<file path="src/rtl/pwm_capture.sv">
// PWM capture: measures period and high time of an asynchronous PWM input and
// recovers the duty value with a one-bit-per-cycle restoring divider.
//
// state | meaning
// IDLE  | no reference rising edge yet (after reset or stuck)
// HIGH  | after a rising edge, waiting for the falling edge
// LOW   | after a falling edge, waiting for the closing rising edge
module pwm_capture #(
  parameter int BITS      = 9,
  parameter int CNT_WIDTH = 16
) (
  input  logic                 clk,
  input  logic                 rst,
  input  logic                 pwm_in,
  output logic [CNT_WIDTH-1:0] period,
  output logic [CNT_WIDTH-1:0] high_time,
  output logic [BITS-1:0]      value,
  output logic                 valid,
  output logic                 stuck,
  output logic                 overrun
);

  localparam int DCW = $clog2(BITS + 1);
  localparam logic [CNT_WIDTH-1:0] CNT_MAX  = '1;
  localparam logic [CNT_WIDTH-1:0] CNT_ONE  = CNT_WIDTH'(1);
  localparam logic [DCW-1:0]       DIV_LOAD = DCW'(BITS);
  localparam logic [DCW-1:0]       DIV_ONE  = DCW'(1);

  typedef enum logic [1:0] {IDLE, HIGH, LOW} state_t;

  state_t state_q, state_d;

  logic sync1, sync2, hist;
  logic rise_det, fall_det;
  logic closing, stuck_hit;

  logic [CNT_WIDTH-1:0] per_cnt, hi_cnt;

  logic                 div_busy;
  logic [DCW-1:0]       div_cnt;
  logic [CNT_WIDTH-1:0] div_p, div_h, rem, rem_next;
  logic [CNT_WIDTH:0]   rem_sh;
  logic                 rem_ge;
  logic [BITS-1:0]      quot;

  assign rise_det = sync2 & ~hist;
  assign fall_det = ~sync2 & hist;

  always_ff @(posedge clk or posedge rst) begin
    if (rst) begin
      sync1 <= 1'b0;
      sync2 <= 1'b0;
      hist  <= 1'b0;
    end else begin
      sync1 <= pwm_in;
      sync2 <= sync1;
      hist  <= sync2;
    end
  end

  always_ff @(posedge clk or posedge rst) begin
    if (rst) state_q <= IDLE;
    else     state_q <= state_d;
  end

  // An edge arriving in the same cycle the counter tops out still counts.
  always_comb begin
    state_d   = state_q;
    closing   = 1'b0;
    stuck_hit = 1'b0;
    case (state_q)
      IDLE: if (rise_det) state_d = HIGH;
      HIGH: begin
        if (fall_det) state_d = LOW;
        else if (hi_cnt == CNT_MAX) begin
          state_d   = IDLE;
          stuck_hit = 1'b1;
        end
      end
      LOW: begin
        if (rise_det) begin
          state_d = HIGH;
          closing = 1'b1;
        end else if (per_cnt == CNT_MAX) begin
          state_d   = IDLE;
          stuck_hit = 1'b1;
        end
      end
      default: state_d = IDLE;
    endcase
  end

  always_ff @(posedge clk or posedge rst) begin
    if (rst) begin
      per_cnt <= '0;
      hi_cnt  <= '0;
    end else begin
      if (rise_det)               per_cnt <= CNT_ONE;
      else if (per_cnt != CNT_MAX) per_cnt <= per_cnt + CNT_ONE;
      if (rise_det) hi_cnt <= CNT_ONE;
      else if (state_q == HIGH && !fall_det && hi_cnt != CNT_MAX)
        hi_cnt <= hi_cnt + CNT_ONE;
    end
  end

  always_ff @(posedge clk or posedge rst) begin
    if (rst)            stuck <= 1'b0;
    else if (stuck_hit) stuck <= 1'b1;
    else if (rise_det)  stuck <= 1'b0;
  end

  // Remainder stays below div_p, so one extra bit covers the shifted value.
  always_comb begin
    rem_sh   = {rem, 1'b0};
    rem_ge   = (rem_sh >= {1'b0, div_p});
    rem_next = rem_ge ? CNT_WIDTH'(rem_sh - {1'b0, div_p}) : rem_sh[CNT_WIDTH-1:0];
  end

  always_ff @(posedge clk or posedge rst) begin
    if (rst) begin
      period    <= '0;
      high_time <= '0;
      value     <= '0;
      valid     <= 1'b0;
      overrun   <= 1'b0;
      div_busy  <= 1'b0;
      div_cnt   <= '0;
      div_p     <= '0;
      div_h     <= '0;
      rem       <= '0;
      quot      <= '0;
    end else begin
      valid   <= 1'b0;
      overrun <= 1'b0;
      if (stuck_hit) begin
        div_busy <= 1'b0;
        valid    <= 1'b1;
        value    <= {BITS{sync2}};
      end else if (div_busy) begin
        if (div_cnt == '0) begin
          div_busy  <= 1'b0;
          valid     <= 1'b1;
          value     <= quot;
          period    <= div_p;
          high_time <= div_h;
        end else begin
          rem     <= rem_next;
          quot    <= {quot[BITS-2:0], rem_ge};
          div_cnt <= div_cnt - DIV_ONE;
        end
      end
      if (closing) begin
        if (div_busy) overrun <= 1'b1;
        else begin
          div_p    <= per_cnt;
          div_h    <= hi_cnt;
          rem      <= hi_cnt;
          quot     <= '0;
          div_cnt  <= DIV_LOAD;
          div_busy <= 1'b1;
        end
      end
    end
  end

endmodule

</file>
<file path="config.mk">
export PLATFORM = sky130hd
export DESIGN_NAME = pwm_capture
export DESIGN_NICKNAME = d
export VERILOG_FILES = /design/src/rtl/pwm_capture.sv
export SDC_FILE = /design/constraint.sdc
export NUM_CORES = 1
export LEC_CHECK = 0
export ABC_AREA = 1
export BUFFER_PORTS_ARGS = -buffer_cell sky130_fd_sc_hd__buf_2
export CAP_MARGIN = 20
export CORE_MARGIN = 10
export CORE_UTILIZATION = 30
export CTS_BUF_LIST = sky130_fd_sc_hd__clkbuf_4
export CTS_CLUSTER_SIZE = 28
export DETAILED_ROUTE_END_ITERATION = 8
export HOLD_SLACK_MARGIN = 0.15
export PLACE_DENSITY = 0.52
export SLEW_MARGIN = 20
export SYNTH_ARGS = -nofsm -noshare
export SYNTH_HDL_FRONTEND = slang
export SYNTH_SLANG_ARGS = --single-unit
</file>
<file path="constraint.sdc">
create_clock -name clk -period 5.45 [get_ports clk]
set_input_delay 0 -clock clk [delete_from_list [all_inputs] [get_ports clk]]
set_output_delay 0 -clock clk [all_outputs]
set_load 0.1 [all_outputs]
</file>
# Word level (Yosys, flattened, before mapping)
# Cells that the tools add are included.
# W data, S select, Z words.
totals:
  out_inout_bits: 44
  wordCells: 100
  regBits: 143
  input_bits: 3
classes:
  magnitude_cmp: 1
  add_sub_neg: 4
  n_reduce_logical: 14
  bitwise_logic: 6
  eq_ne: 9
  muxes: 48
op_table:
  columns: ["cell", "count"]
  rows:
  - ["$mux W16", 10]
  - ["$mux W9", 8]
  - ["$add A16 B1 Y16 const B", 2]
  - ["$eq A16 B16 Y1 const B", 2]
  - ["$ne A16 B16 Y1 const B", 2]
  - ["$mux W4", 5]
  - ["$mux W1", 18]
  - ["$ge A17 B16 Y1", 1]
  - ["$sub A16 B16 Y16", 1]
  - ["$mux W2", 5]
  - ["$reduce_bool A2 Y1", 5]
  - ["$ne A3 B3 Y1 const B", 2]
  - ["$pmux W2 S3", 1]
  - ["$reduce_and A3 Y1", 2]
  - ["$logic_not A4 Y1", 1]
  - ["$not A1 Y1", 4]
  - ["$reduce_and A2 Y1", 2]
  - ["$sub A4 B1 Y4 const B", 1]
  - ["$and A1 B1 Y1", 2]
  - ["$eq A2 B1 Y1 const B", 1]
  - ["$eq A2 B2 Y1 const B", 1]
  - ["$logic_and A1 B1 Y1", 2]
  - ["$logic_not A2 Y1", 1]
  - ["$ne A2 B2 Y1 const B", 1]
  - ["other kinds (2)", 2]

# Logic depth before layout (Yosys ltp)
depth:
  word_depth: 7
  mapped_depth: 15
  depth_no_buf: 15

# Worst setup path after synthesis
# Ideal clock, no wire load.
synth_path:
  path_type: "register to register"
  start: "register rem[1]"
  end: "register rem[10]"
  path_stages_with_launch: 13
  setup_slack_ps: 3515
  synth_period_minus_slack_ps: 1935
  t_arrival_ps: 1865
  setup_ps: 71
  path_buffers: 1
  path_cell_list: "dfrtp_1 ha_1 or2_2 nand3_1 nand2_1 nand2_1 nand2_1 nand2_1 nand2_2 nor2_2 buf_4 nand2_1 nand4_1"
synth_via:
  elab_chain_cells: 7
  elab_cells_between_ends: 8
  cone_classes: "1 x add/sub; 1 x order compare; 6 x mux"
synth_rtl:
  columns: ["item", "line", "text"]
  rows:
  - ["start: declaration", "41", "logic [CNT_WIDTH-1:0] div_p, div_h, rem, rem_next;"]
  - ["start signal: assignment", "147", "rem <= rem_next;"]
  - ["start signal: assignment", "157", "rem <= hi_cnt;"]
  - ["$sub A16 B16 Y16 or $ge A17 B16 Y1 (tied branches)", "116, 115", null]
  - ["$mux W16 (*)", "116", "rem_next = rem_ge ? CNT_WIDTH'(rem_sh - {1'b0, div_p}) : rem_sh[CNT_WIDTH-1:0];"]
  - ["$mux W16 (*)", "140", "if (div_cnt == '0) begin"]
  - ["$mux W16 (*)", "139", "end else if (div_busy) begin"]
  - ["$mux W16 (*)", "135", "if (stuck_hit) begin"]
  - ["$mux W16", "153", "if (div_busy) overrun <= 1'b1;"]
  - ["$mux W16 (*)", "152", "if (closing) begin"]
# Every way passes the cells marked *; elsewhere a longest branch is shown, timed or not.
# A chain may end at the register's enable or synchronous reset.

# Worst setup path after layout
layout_path:
  start: "register sync2"
  end: "register rem[15]"
layout_via:
  elab_chain_cells: 7
  elab_cells_between_ends: 11
  cone_classes: "8 x mux; 3 x bitwise"
layout_rtl:
  columns: ["item", "line", "text"]
  rows:
  - ["start: declaration", "33", "logic sync1, sync2, hist;"]
  - ["start signal: assignment", "56", "sync2 <= sync1;"]
  - ["$not A1 Y1", "47", "assign fall_det = ~sync2 & hist;"]
  - ["$and A1 B1 Y1", "47", null]
  - ["$mux W1", "74", "if (fall_det) state_d = LOW;"]
  - ["$pmux W1 S2", "71", "case (state_q)"]
  - ["$mux W16", "135", null]
  - ["$mux W16", "153", null]
  - ["$mux W16 (*)", "152", null]
# Marked as above.

==> results.sh <==
export IMPL_finalHoldViolations=0
export IMPL_cts_reportedPaths_clkPinSlew_ns=0.12
export IMPL_drt_iter0_markers=378
export IMPL_grt_max_degree=87
export IMPL_synth_seq_cells=143
export IMPL_syn_to_final_growth_pct=12.8
export IMPL_ys_seq_area_share_pct=50.2
export IMPL_viasPerCell=4.57
export IMPL_synth_cell_types=44
export IMPL_htree_levels=4
export IMPL_post_route_period_util_pct=54.3
export IMPL_worst_pin_slew_ns=0.777
export IMPL_wl_per_cell_microns=14.5
export IMPL_synth_edf_count=0
export IMPL_cts_setup_buffers=0
export IMPL_cp_common_cell="nand2_1"
export IMPL_synth_flop_cell="dfrtp_1"
export IMPL_seq_power_share_pct=34.8
export IMPL_max_vdd_ir_drop_mv=0.163
export IMPL_syn_cell_area_sq_um=7130
export IMPL_netlist_instances=852
export IMPL_die_w_microns=174
export IMPL_slowest_stage="nor2_2"
export IMPL_dieArea_sq_um=30300
export IMPL_fin_nets=925
export IMPL_portBuffers=46
export IMPL_yosys_area_top_type="dfrtp_1"
export IMPL_cts_made_buffers=17
export IMPL_final_area_sq_um=8040
export IMPL_cts_tree="done"
export IMPL_placed_area_sq_um=7620
export IMPL_antenna_found_initial=2
export IMPL_grtUsageTotal_pct=12.2
export IMPL_post_route_drc_count=0
export IMPL_startpoint_type="register"
export IMPL_finalSetupTns_ns=0
export IMPL_grt_pass1_wl_microns=29900
export IMPL_leakage_nw=3.85
export IMPL_cp_end_kind="register"
export IMPL_status="finished, final reports clean"
export IMPL_criticalPathCategory="register to register"
export IMPL_setup_viol=0
export IMPL_crit_buf_inv=2
export IMPL_crit_chain="inv_1, nor2_2, inv_2, nand3_2, nand2_2, nand2_4, nand2_4, nor2_2, nand2_1, nand3_1, nand2_1, nand2_1"
export IMPL_swShare_pct=45.0
export IMPL_syn_area_per_cell_sq_um=8.36
export IMPL_syn_num_nets=879
export IMPL_core_sq_um=23400
export IMPL_power_switching_w=0.00184
export IMPL_io_pins=47
export IMPL_cp_arrival_ns=3.45
export IMPL_cts_root_buf="clkbuf_4"
export IMPL_cpLargestDelayFamily="simple AND/OR/NAND/NOR gates"
export IMPL_internal_power_w=0.00225
export IMPL_clock_latency_ns=0.57
export IMPL_fin_crit_ns=2.96
export IMPL_cpPeakStageDelay_ns=0.57
export IMPL_start_util_pct=30.4
export IMPL_power_frac_clock_pct=21.2
export IMPL_die_h_microns=174
export IMPL_fmax_ghz=0.338
export IMPL_cp_required_ns=5.95
export IMPL_numClockSinks=143
export IMPL_synth_top_cell_area_share_pct=50.2
export IMPL_finClkSkew_ns=0.0223
export IMPL_async_flop_share_pct=100
export IMPL_rsz0062_at_grt="false"
export IMPL_power_frac_comb_pct=43.9
export IMPL_grt_pass1_vias=5543
export IMPL_grt_overflow=0
export IMPL_drv_slew=0
export IMPL_ys_top_cells_by_area="dfrtp_1 (50%), nand2_1 (11%), inv_1 (5.8%), o21ai_0 (4.9%), ha_1 (4.0%)"
export IMPL_fillerInstances=2500
export IMPL_drt_pass1_iterations=5
export IMPL_wirelength_microns=17900
export IMPL_yosysWarnings=0
export IMPL_num_vias=5636
export IMPL_cap_violations=0
export IMPL_dp_hpwl_microns=12900
export IMPL_drive_gt1_share_pct=11.5
export IMPL_cp_max_fo=31
export IMPL_p_per_area_nw_per_um2=510
export IMPL_hold_path_class="register to register"
export IMPL_cts_buffer_depth=2
export IMPL_rows=56
export IMPL_gp_congestion=0.863
export IMPL_ant_nets=0
export IMPL_cts_resized=0
export IMPL_max_slew_margin_rel_pct=48.2
## cell families (layout without fill, tap and decap cells)
| logic type | count (synthesis) | count (layout) | share of synthesized area, % |
|---|---|---|---|
| AOI/OAI and AO/OA | 159 | 159 | 12.7 |
| xor gates and xnor gates | 15 | 15 | 1.84 |
| adders and majority gates | 24 | 24 | 4.32 |
| buffers and inverters | 138 | 197 | 8.27 |
| DFF | 143 | 143 | 50.2 |
| other | 0 | 2 | 0 |
| and+or+nand+nor | 373 | 373 | 22.7 |
## worst reg2reg max path, delay by kind of cell, from the launching register on
family,cells,cell delay (ns)
AND/OR/NAND/NOR,10,2.05
flip-flops,1,0.41
buffers and inverters,2,0.45
## worst paths after layout
check / startpoint / end / slack (ns) / depth (start not counted)
worst max-delay path: sync2$_DFF_PP0_ / rem[15]$_DFF_PP0_ / 2.49 / 12
worst min-delay path: sync1$_DFF_PP0_ / sync2$_DFF_PP0_ / 0.37 / 0
worst max register to register: sync2$_DFF_PP0_ / rem[15]$_DFF_PP0_ / 2.49 / 12
worst min register to register: sync1$_DFF_PP0_ / sync2$_DFF_PP0_ / 0.37 / 0
max in group asynchronous: rst / hi_cnt[15]$_DFFE_PP0P_ / 3.48 / 5
min in group asynchronous: rst / high_time[7]$_DFFE_PP0P_ / 0.72 / 4
## per-stage QoR
step / total power [W] / hold WS, ns / instances / util, % / setup WS (ns)
3_3_place_gp: 0.00325 / 0.131 / 1194 / 32.6 / 2.56
6_report: 0.00410 / 0.366 / 1232 / 34.3 / 2.49
4_1_cts: 0.00414 / 0.370 / 1230 / 34.3 / 2.43
5_1_grt: 0.00442 / 0.386 / 1231 / 34.3 / 2.17
2_1_floorplan: 0.00288 / 0.0314 / 852 / - / 1.61
3_5_place_dp: 0.00326 / 0.132 / 1194 / 32.6 / 2.46
## power groups by stage
stage / Clock (W) / Sequential, W / Combinational [W]
after floorplan: 0 / 0.00173 / 0.00114
after global placement: 0 / 0.00145 / 0.00180
after detailed placement: 0 / 0.00145 / 0.00181
after CTS: 0.000898 / 0.00143 / 0.00182
after global routing: 0.000945 / 0.00146 / 0.00202
final: 0.000870 / 0.00143 / 0.00180
## layout make-up
type                            instances  area, sq um  share of cell area, %
Sequential cell                       143         3580                   44.5
Multi-Input combinational cell        571         2970                   36.9
Inverter                              113          434                   5.40
Tap cell                              319          399                   4.97
Timing Repair Buffer                   52          285                   3.55
Clock inverter                         15          240                   2.99
Clock buffer                           17          128                   1.59
Antenna cell                            2         5.00                 0.0623
## cells in the final DEF (no fill, tap or decap), types with 3 or more instances in the layout
cell type / count
inv_6: 3
ha_1: 23
o21ai_0: 70
nand3_1: 46
bufinv_16: 6
xor2_1: 11
nand2_1: 217
clkinv_4: 3
xnor2_1: 4
a211oi_1: 3
nor3_1: 13
nor2_2: 5
inv_1: 110
nor2_4: 3
dfrtp_1: 143
dlygate4sd3_1: 4
nand4_1: 16
o211ai_1: 7
a21oi_1: 29
clkbuf_4: 17
a31oi_1: 6
nand2_2: 5
o21bai_1: 6
buf_2: 46
nand2_4: 3
nand3b_1: 3
nor2_1: 55
o21ai_1: 19
o22ai_1: 7
## synthesized netlist by cell type (3+ instances only)
library cell,n
nand2_1,217
dfrtp_1,143
inv_1,111
o21ai_0,70
nor2_1,56
nand3_1,46
a21oi_1,29
ha_1,23
o21ai_1,19
nand4_1,16
nor3_1,13
xor2_1,11
buf_2,8
o211ai_1,7
o22ai_1,7
a31oi_1,6
buf_6,6
clkbuf_1,6
o21bai_1,6
nand2_2,5
nor2_2,5
xnor2_1,4
a211oi_1,3
buf_4,3
nand2_4,3
nand3b_1,3
## per-layer routing
metal  routed length [microns]  track usage, %
met1                      8580            16.0
met2                      8170            18.9
met3                       745            3.08
met4                       403            4.60
met5                         0               0
## state kept, by name (all words and copies together), names as in the netlist
signal and count:
per_cnt 16, quot 9, sync2 1, hi_cnt 16, hist 1, high_time 16, div_cnt 4, div_busy 1
sync1 1, state_q 2, div_h 16, div_p 16, overrun 1, value 9, period 16, stuck 1
valid 1, rem 16
## what timing repair did
item                                    4_1_cts  5_1_grt
endpoints found under the setup margin        0        0
hold buffers                                  4        0
hold endpoints to repair                     86        0
Power figures use the tool's default switching activity.
